===== src/rtl/twi_addr_gen.sv =====
// Twiddle address sequencer for the radix-16 FFT.
// Walks every stage s and group index j, emitting one registered word per
// cycle: memory address, bank number and twiddle base exponent.
//
//  state   | meaning
//  --------+--------------------------------------------------------------
//  ST_IDLE | waiting for start; j/s cleared when start is taken
//  ST_RUN  | emitting one word per unstalled cycle, j advancing
//  ST_GAP  | PIPE_GAP idle cycles between stages (stall is ignored here)
//  ST_DONE | one cycle that raises done, then back to idle
module twi_addr_gen #(
    parameter int A_WIDTH   = 9,
    parameter int S_WIDTH   = 2,
    parameter int NUM_STAGE = 4,
    parameter int PIPE_GAP  = 5
) (
    input  logic               clk,
    input  logic               rst_n,
    input  logic               start,
    input  logic               stall,
    output logic               busy,
    output logic               valid,
    output logic               last,
    output logic               done,
    output logic [S_WIDTH-1:0] stage_out,
    output logic [A_WIDTH-1:0] MA_out,
    output logic               BN_out,
    output logic [A_WIDTH:0]   tw_exp
);

    localparam int JW = A_WIDTH + 1;
    localparam int GW = (PIPE_GAP > 1) ? $clog2(PIPE_GAP) : 1;
    localparam logic [JW-1:0]      J_MAX    = '1;
    localparam logic [S_WIDTH-1:0] S_LAST   = S_WIDTH'(NUM_STAGE - 1);
    // Gap timer is a down-counter that leaves GAP on its zero terminal count.
    localparam logic [GW-1:0]      GAP_LOAD = GW'((PIPE_GAP > 0) ? PIPE_GAP - 1 : 0);

    typedef enum logic [1:0] {
        ST_IDLE = 2'd0,
        ST_RUN  = 2'd1,
        ST_GAP  = 2'd2,
        ST_DONE = 2'd3
    } state_t;

    state_t             state, state_nx;
    logic [JW-1:0]      j_cnt, j_nx;
    logic [S_WIDTH-1:0] s_cnt, s_nx;
    logic [GW-1:0]      gap_cnt, gap_nx;

    logic               busy_nx, valid_nx, last_nx, done_nx, bn_nx;
    logic [S_WIDTH-1:0] stage_nx;
    logic [A_WIDTH-1:0] ma_nx;
    logic [A_WIDTH:0]   tw_nx;

    // Next-state, counter and output-word computation; every output is registered below.
    always_comb begin
        state_nx = state;
        j_nx     = j_cnt;
        s_nx     = s_cnt;
        gap_nx   = gap_cnt;
        valid_nx = 1'b0;
        last_nx  = 1'b0;
        done_nx  = 1'b0;
        stage_nx = stage_out;
        ma_nx    = MA_out;
        bn_nx    = BN_out;
        tw_nx    = tw_exp;
        case (state)
            ST_IDLE: begin
                if (start) begin
                    state_nx = ST_RUN;
                    j_nx     = '0;
                    s_nx     = '0;
                end
            end
            ST_RUN: begin
                if (!stall) begin
                    valid_nx = 1'b1;
                    stage_nx = s_cnt;
                    ma_nx    = j_cnt[JW-1:1];
                    bn_nx    = ^j_cnt;
                    // Bits shifted past the top are the exponent's modulo wrap.
                    tw_nx    = j_cnt << {s_cnt, 2'b00};
                    j_nx     = j_cnt + JW'(1);
                    if (j_cnt == J_MAX) begin
                        last_nx = 1'b1;
                        if (s_cnt == S_LAST) begin
                            state_nx = ST_DONE;
                        end else if (PIPE_GAP == 0) begin
                            s_nx = s_cnt + S_WIDTH'(1);
                            j_nx = '0;
                        end else begin
                            state_nx = ST_GAP;
                            gap_nx   = GAP_LOAD;
                        end
                    end
                end
            end
            ST_GAP: begin
                if (gap_cnt == '0) begin
                    state_nx = ST_RUN;
                    s_nx     = s_cnt + S_WIDTH'(1);
                    j_nx     = '0;
                end else begin
                    gap_nx = gap_cnt - GW'(1);
                end
            end
            ST_DONE: begin
                done_nx  = 1'b1;
                state_nx = ST_IDLE;
            end
            default: state_nx = ST_IDLE;
        endcase
        // busy stays high through the final word so it drops together with done.
        busy_nx = (state_nx != ST_IDLE);
    end

    // State, counters and output word registers with asynchronous clear.
    always_ff @(posedge clk or negedge rst_n) begin
        if (!rst_n) begin
            state     <= ST_IDLE;
            j_cnt     <= '0;
            s_cnt     <= '0;
            gap_cnt   <= '0;
            busy      <= 1'b0;
            valid     <= 1'b0;
            last      <= 1'b0;
            done      <= 1'b0;
            stage_out <= '0;
            MA_out    <= '0;
            BN_out    <= 1'b0;
            tw_exp    <= '0;
        end else begin
            state     <= state_nx;
            j_cnt     <= j_nx;
            s_cnt     <= s_nx;
            gap_cnt   <= gap_nx;
            busy      <= busy_nx;
            valid     <= valid_nx;
            last      <= last_nx;
            done      <= done_nx;
            stage_out <= stage_nx;
            MA_out    <= ma_nx;
            BN_out    <= bn_nx;
            tw_exp    <= tw_nx;
        end
    end

endmodule


===== config.mk =====
export PLATFORM = sky130hd
export DESIGN_NAME = twi_addr_gen
export DESIGN_NICKNAME = d
export VERILOG_FILES = /design/src/rtl/twi_addr_gen.sv
export SDC_FILE = /design/constraint.sdc
export NUM_CORES = 1
export LEC_CHECK = 0
export CELL_PAD_IN_SITES_DETAIL_PLACEMENT = 1
export CELL_PAD_IN_SITES_GLOBAL_PLACEMENT = 1
export CORE_AREA = 2 2 71 73
export CTS_CLUSTER_SIZE = 10
export DETAILED_ROUTE_END_ITERATION = 10
export DIE_AREA = 0 0 73 75
export GPL_TIMING_DRIVEN = 0
export PLACE_DENSITY_LB_ADDON = 0.1
export SYNTH_ARGS = -nofsm -noshare
export SYNTH_HDL_FRONTEND = slang
export SYNTH_SLANG_ARGS = --single-unit

===== constraint.sdc =====
create_clock -name clk -period 3.88 [get_ports clk]
set_input_delay 0.776 -clock clk [delete_from_list [all_inputs] [get_ports clk]]
set_output_delay 0.776 -clock clk [all_outputs]
set_load 0.05 [all_outputs]

Word level (Yosys, flattened, before mapping)
Cells that the tools add are included.
{"block": "op_classes", "n_addsub": 3, "mul": 0, "n_div": 0, "magnitude_cmp": 0, "n_eq_ne": 11, "shift": 1, "n_mux": 24, "bitwise": 1, "n_reduce_logical": 11}
{"cell": "10-bit two-way mux", "count": 3}
{"cell": "10-bit one-hot mux with 3 select lines", "count": 1}
{"cell": "2-bit two-way mux", "count": 6}
{"cell": "3-bit two-way mux", "count": 4}
{"cell": "2-bit inequality test, second input constant", "count": 6}
{"cell": "10-bit by 1-bit adder with 10-bit output, second input constant", "count": 1}
{"cell": "10-bit == test, second input constant", "count": 1}
{"cell": "10-bit XOR reduction", "count": 1}
{"cell": "10-bit by 4-bit left shift with 10-bit output", "count": 1}
{"cell": "2-bit one-hot mux with 4 select lines", "count": 1}
{"cell": "1-bit two-way mux", "count": 7}
{"cell": "2-bit == test, second input constant", "count": 3}
{"cell": "3-bit one-hot mux with 2 select lines", "count": 1}
{"cell": "2-bit nonzero test", "count": 3}
{"cell": "5-bit AND reduction", "count": 1}
{"cell": "2-bit one-hot mux with 2 select lines", "count": 1}
{"cell": "4-bit AND reduction", "count": 1}
{"cell": "3-bit zero test", "count": 1}
{"cell": "3-bit AND reduction", "count": 1}
{"cell": "3-bit nonzero test", "count": 1}
{"cell": "3-bit by 1-bit subtractor with 3-bit output, second input constant", "count": 1}
{"cell": "2-bit by 1-bit adder with 2-bit output, second input constant", "count": 1}
{"cell": "2-bit by 1-bit == test with 1-bit output, second input constant", "count": 1}
{"cell": "2-bit zero test", "count": 1}
{"cell": "other kinds (2)", "count": 2}
{"block": "totals", "reg_bits": 43, "latchBits": 0, "ramBits": 0, "rom_bits": 0, "input_bits": 4, "out_inout_bits": 26, "wordCells": 63, "mem_count": 0}

Longest topological paths before layout
Gate-level depths: netlist of the first run.
{"block": "depth", "word_depth": 6, "mapped_depth": 6, "mapped_depth_nobuf": 6}

Worst setup path after synthesis of the first run
No wires, ideal clock.
{"block": "synth_path", "path_kind": "input port to flip-flop", "start": "input stall", "end": "register gap_cnt[0]", "setup_ns": 0.127, "arrival_ns": 1.835, "required_time_ns": 3.753, "slack_ns": 1.918, "stages": 5, "n_path_buf": 1, "cell_sequence": "or3b_1 -> buf_6 -> or4_4 -> nand3_1 -> o21ai_0"}
{"block": "synth_via", "elab_chain_cells": 2}
{"item": "from (decl)", "line_no": "20", "text": "input logic stall,"}
{"item": "2-bit inequality test (no line)"}
{"item": "5-bit AND reduction (no line)"}
{"item": "to (signal assigned)", "line_no": "137", "text": "gap_cnt <= gap_nx;"}
{"item": "to (decl)", "line_no": "48", "text": "logic [GW-1:0] gap_cnt, gap_nx;"}
Every way passes these cells.
A chain may end at the register's enable or synchronous reset.

Worst setup path in the final report of the first run
{"block": "layout_path", "start": "register stage_out[0]", "end": "output stage_out[0]"}
{"item": "from (decl)", "line_no": "25", "text": "output logic [S_WIDTH-1:0] stage_out,"}
{"item": "from (signal assigned)", "line_no": "142", "text": "stage_out <= stage_nx;"}
No word-level cell between the ends.

==> flow_summary_export.csv, run 1 <==
group,metric,value,unit
synth,synth.most_common_cell,"nand2_1",
synth,synth_top_area_share,54.5,%
cts,clock_path_buffers,2,
timing,period_share,58.5,%
timing,hold_viol_final,0,
critical_path,required,3100,ps
cts,cts-root-buf,"clkbuf_8",
global_route,grt_antenna_before_repair,0,
floorplan,pin_count,30,
cts,postCtsHoldBufs,0,
pwr,ir_worst_vdd,0.223,mV
global_route,grt_usage,19.0,%
timing,finalSetupTns,0,ps
timing,setup_viol,0,
synth,synth_top_area_cell,"dfrtp_1",
synth,synth_sequential_area_ratio,54.5,%
cts,post_cts_buffers,0,
synth,synth_enable_flop_cells,0,
run,drv_cap,0,
cts,cts-buffers-inserted,5,
route,top_layer,"met4",
route,vias,1506,
critical_path,critPathBufInv,1,
synth,syn_inst,202,
synth,synth_nets,214,
global_route,grt_start_max_net_pins,30,
synth,ys_top_cells_by_area,"dfrtp_1 (54%), nand2_1 (10%), ha_1 (5.1%)",
synth,yosys_most_used_dff,"dfrtp_1",
route,avgRoutedWirePerCell,15.6,um
global_route,grt_overflow,0,
synth,synth.avg_cell_area,9.78,um2
timing,rsz0062_at_grt,"no",
floorplan,die_w,73,um
critical_path,slowest_delay,830,ps
route,routed_wl,4560,um
finish,syn2layout_area_growth,23.3,%
route,firstDrtPassIters,4,
critical_path,worstPathMaxFanout,2,
cts,ctsResizeCount,0,
timing,finalCriticalPeriod,2270,ps
route,dr_wl_met2,2260,um
floorplan,start_util,42.4,%
finish,drive_gt1_share,6.69,%
cts,clkTransAtPathRegs,80,ps
critical_path,critical_path.slowest_cell,"clkdlybuf4s50_1",
cts,clkSinkCount,43,
timing,clock_skew,5.68,ps
cts,cts_max_level,2,
timing,max_slew_margin,64.9,%
global_route,grt_pass1_wl,7820,um
timing,slew_viol_final,0,
synth,ys.warnings.count,0,
floorplan,die_area,5480,um2
finish,fin_area,2440,um2
route,met1_length,2120,um
global_route,grt_pass1_vias,1603,
finish,n_antenna_cell,0,
synth,synthDistinctLibCells,32,
floorplan,core_area,4660,um2
place,place_hpwl,3400,um
route,drc,0,
critical_path,worstSetupPathType,"flip-flop to output port",
timing,worst_pin_slew,527,ps
cts,clk_latency,290,ps
critical_path,arrival,1490,ps
floorplan,fp-row-count,25,
pwr,powerDensity,543,nW/um2
synth,netlist_area,1980,um2
timing,fmax,0.440,GHz
status,status,"finished, final reports clean",
route,vias_per_cell,5.14,
critical_path,path_delay_family,"buffers and inverters",
finish,fin_nets,251,
place,gp_congestion,0.769,
place,portBuffers,29,
place,placed_area,2350,um2
critical_path,setup.worst_path.end_class,"output port",
cts,cts_tree,"done",
synth,ys_ff_latch,43,
route,drt_iter0_markers,38,
critical_path,cp-start-kind,"flip-flop",
synth,synth_commonest_cells,"nand2_1 (55), dfrtp_1 (43), nand3_1 (11)",
pwr,p_leak,1.12,nW
synth,async_reset_ff_share,100,%
critical_path,crit_chain,"clkdlybuf4s50_1",
route,wl_met3,133,um
route,ant_nets,0,
floorplan,fp.dieH,75,um
min_path,hold_class,"input pin to async pin",
[flip-flops by register name, indices dropped and copies added, names as in the netlist, 2 cells and up]
name       count
s_cnt          2
state          2
stage_out      2
gap_cnt        3
j_cnt         10
MA_out         9
tw_exp        10
[where the power goes]
part / leakage [nW] / internal (mW) / switching (mW) / total (mW)
clock: 0.0470 / 0.140 / 0.149 / 0.289
combinational: 0.522 / 0.159 / 0.296 / 0.455
sequential: 0.555 / 0.515 / 0.0645 / 0.579
[final timing paths]
kind                               from  cells after the start  slack, ps           end
hold reg to reg               tw_exp[2]                      2        470     tw_exp[2]
setup reg to reg               state[1]                      6       2050     tw_exp[8]
min in group clk              tw_exp[2]                      2        470     tw_exp[2]
setup / recovery           stage_out[0]                      1       1610  stage_out[0]
max in group asynchronous         rst_n                      2       3020      j_cnt[8]
hold / removal                    rst_n                      1        380     tw_exp[6]
[metrics by stage]
stage	util [%]	total power [mW]	instances	setup slack (ps)	hold slack (ps)
global route	52.3	1.40	293	1510	394
global placement	50.1	1.03	285	955	453
floorplan	-	0.882	202	1920	459
detailed placement	50.4	1.04	286	1330	460
CTS	52.3	1.34	293	1600	390
finish	52.3	1.32	293	1610	381
[cells in the final DEF (no fill, tap or decap)]
master / instances
clkbuf_1: 5
o221ai_1: 2
dfrtp_1: 43
o21ai_0: 10
or3_1: 1
xnor2_1: 7
buf_2: 3
clkinv_2: 1
nand3_1: 11
mux2i_1: 6
or4_4: 1
nor3_1: 4
buf_6: 1
buf_12: 1
clkbuf_8: 6
or3b_1: 1
nor2_1: 10
nor4_1: 2
ha_1: 8
clkdlybuf4s50_1: 28
a31o_2: 1
or4_1: 1
nor2_2: 2
a21oi_1: 3
nand2_1: 55
and2b_1: 1
nand2b_1: 3
nand3b_1: 1
nand4_1: 1
and2_1: 1
buf_1: 1
inv_1: 6
o21bai_1: 1
o31ai_1: 4
o21a_1: 2
xor2_1: 5
[cell families (layout without fill, tap and decap cells)]
kind of cell	Yosys count	count (layout)	synth area share [%]
AO/OA/AOI/OAI	23	23	7.28
XOR/XNOR	12	12	5.32
adder cells (fa/ha/maj)	8	8	5.07
buffers and inverters	15	52	3.36
flip-flops	43	43	54.5
multiplexers	6	6	3.04
AND/OR/NAND/NOR	95	95	21.5
[routing by layer]
layer,up-vias,GRT usage [%]
li1,743,-
met1,735,25.4
met2,23,31.0
met3,5,4.42
met4,0,5.56
met5,-,0
[final cells by class]
class,count,area (um2)
fillers,547,2220
flip-flops and latches,43,1080
multi-input cells,144,833
repair buffers,30,305
clock buffers,6,82.6
well taps,54,67.6
plain buffers,9,43.8
inverters,6,22.5
clock inverters,1,5.00
Power figures use the tool's default switching activity.
==> inputs of run 2 (changes only) <==
Settings changed: CORE_AREA 2 2 71 73 to 2 2 73 75, DIE_AREA 0 0 73 75 to 0 0 75 77.
Clock period 3.88 ns to 2.3 ns, I/O delays scaled along.
==> run 2 against run 1 <==
- critical path depth stayed put
- count of clock-buffer cells in the layout stayed put
- sequential power is 69% higher
- clock power is 92% higher
- clock skew is 0.66 ps lower
- largest cell class unchanged
- highest routed layer unchanged
==> flow_summary_export.csv, run 2 (same netlist as run 1, synthesis figures left out) <==
group,metric,value,unit
route,ant_nets,0,
finish,n_antenna_cell,0,
place,dp_cells,302,
critical_path,arrival,1480,ps
timing,max_slew_margin,65.1,%
critical_path,worstSetupPathType,"flip-flop to output port",
min_path,hold_class,"input pin to async pin",
critical_path,slowest_delay,820,ps
floorplan,die_area,5780,um2
floorplan,fp.dieH,77,um
cts,cts_max_level,2,
route,drc,0,
critical_path,critPathBufInv,1,
timing,slew_viol_final,0,
cts,clkSinkCount,43,
finish,instances_no_fill,309,
floorplan,pin_count,30,
cts,clkTransAtPathRegs,70,ps
route,drt_iter0_markers,59,
place,placed_area,2370,um2
cts,cts_tree,"done",
critical_path,critical_path.slowest_cell,"clkdlybuf4s50_1",
place,portBuffers,29,
floorplan,start_util,39.7,%
critical_path,crit_chain,"clkdlybuf4s50_1",
timing,setup_viol,0,
pwr,power.total,2.29,mW
finish,fin_util,49.6,%
pwr,powerDensity,928,nW/um2
cts,post_cts_buffers,0,
floorplan,die_w,75,um
place,gp_congestion,0.788,
pwr,netSwitchingPower,838,uW
route,vias_per_cell,4.90,
floorplan,fp-row-count,26,
cts,cts-root-buf,"clkbuf_8",
pwr,ir_worst_vdd,0.422,mV
finish,syn2layout_area_growth,25.1,%
place,place_hpwl,3450,um
timing,hold_viol_final,0,
pwr,swShare,36.5,%
cts,clk_latency,290,ps
finish,fin_nets,251,
timing,rsz0062_at_grt,"no",
pwr,p_int,1.45,mW
cts,clock_path_buffers,2,
critical_path,required,1840,ps
status,status,"finished, final reports clean",
finish,reg.largest.list,"j_cnt (10), tw_exp (10), MA_out (9)",
pwr,p_leak,1.13,nW
global_route,grt_start_max_net_pins,28,
pwr,pwr-share-comb,33.2,%
timing,finalCriticalPeriod,1940,ps
route,avgRoutedWirePerCell,14.6,um
pwr,p_seq_share,42.6,%
finish,final_common_cell,"nand2_1",
critical_path,setup.worst_path.end_class,"output port",
global_route,grt_usage,18.0,%
cts,postCtsHoldBufs,0,
global_route,grt_pass1_wl,7990,um
finish,fillers,579,
finish,drive_gt1_share,6.28,%
global_route,grt_pass1_vias,1629,
route,vias,1515,
timing,worst_pin_slew,524,ps
global_route,grt_antenna_before_repair,0,
global_route,grt_overflow,0,
finish,fin_area,2470,um2
timing,clock_skew,5.01,ps
cts,cts-buffers-inserted,5,
floorplan,core_area,4980,um2
critical_path,crit_start,"tw_exp[0]",
route,firstDrtPassIters,4,
timing,period_share,84.5,%
cts,ctsResizeCount,0,
finish,final_cell_mix,"nand2_1 (55), dfrtp_1 (43), clkdlybuf4s50_1 (28), nand3_1 (11)",
route,routed_wl,4500,um
timing,fmax,0.515,GHz
run,drv_cap,0,
critical_path,timing.rr.start,"state[1]",
critical_path,cp-start-kind,"flip-flop",
critical_path,path_delay_family,"buffers and inverters",
pwr,clkPwrFrac,24.2,%
critical_path,worstPathMaxFanout,2,
run 2: changes by cell type in the layout (fill, tap and decap cells not counted), sizes merged:
cell and change:
clkinv -1, bufinv +1
run 2: layer usage:
metal	GRT usage, %	share of wire (%)
met1	23.9	46
met2	27.8	48
met3	4.73	3.6
met4	6.61	2.2
met5	0	0
run 2: area by class of cell:
cell class	count	area [um2]	area share [%]
Clock inverter	1	30.0	1.22
Inverter	6	22.5	0.911
Buffer	9	43.8	1.77
Timing Repair Buffer	30	305	12.4
Tap cell	70	87.6	3.54
Multi-Input combinational cell	144	833	33.7
Sequential cell	43	1080	43.5
Clock buffer	6	72.6	2.94
run 2: final timing paths:
path	endpoint	slack (ps)	cells after the start
worst max-delay path	tw_exp[0]	360	1
worst max register to register	tw_exp[8]	480	6
max in group asynchronous	state[0]	1740	2
min in group clk	tw_exp[2]	470	2
worst min-delay path	stage_out[1]	80	1
worst min register to register	tw_exp[2]	470	2
run 2: power groups by stage:
stage | sequential, mW | clock [mW] | combinational [mW]
2_1_floorplan | 1.25 | 0 | 0.236
3_3_place_gp | 0.986 | 0 | 0.750
3_5_place_dp | 0.993 | 0 | 0.767
4_1_cts | 0.977 | 0.577 | 0.770
5_1_grt | 0.997 | 0.611 | 0.822
6_report | 0.976 | 0.556 | 0.760
run 2: through the flow:
stage / hold WS (ps) / setup TNS, ps / worst slack (ps)
final: 80.0 / 0 / 357
after global routing: 91.8 / 0 / 282
after CTS: 80.5 / 0 / 350
after detailed placement: 404 / 0 / 106
after global placement: 457 / -13360 / -313
after floorplan: 164 / 0 / 654
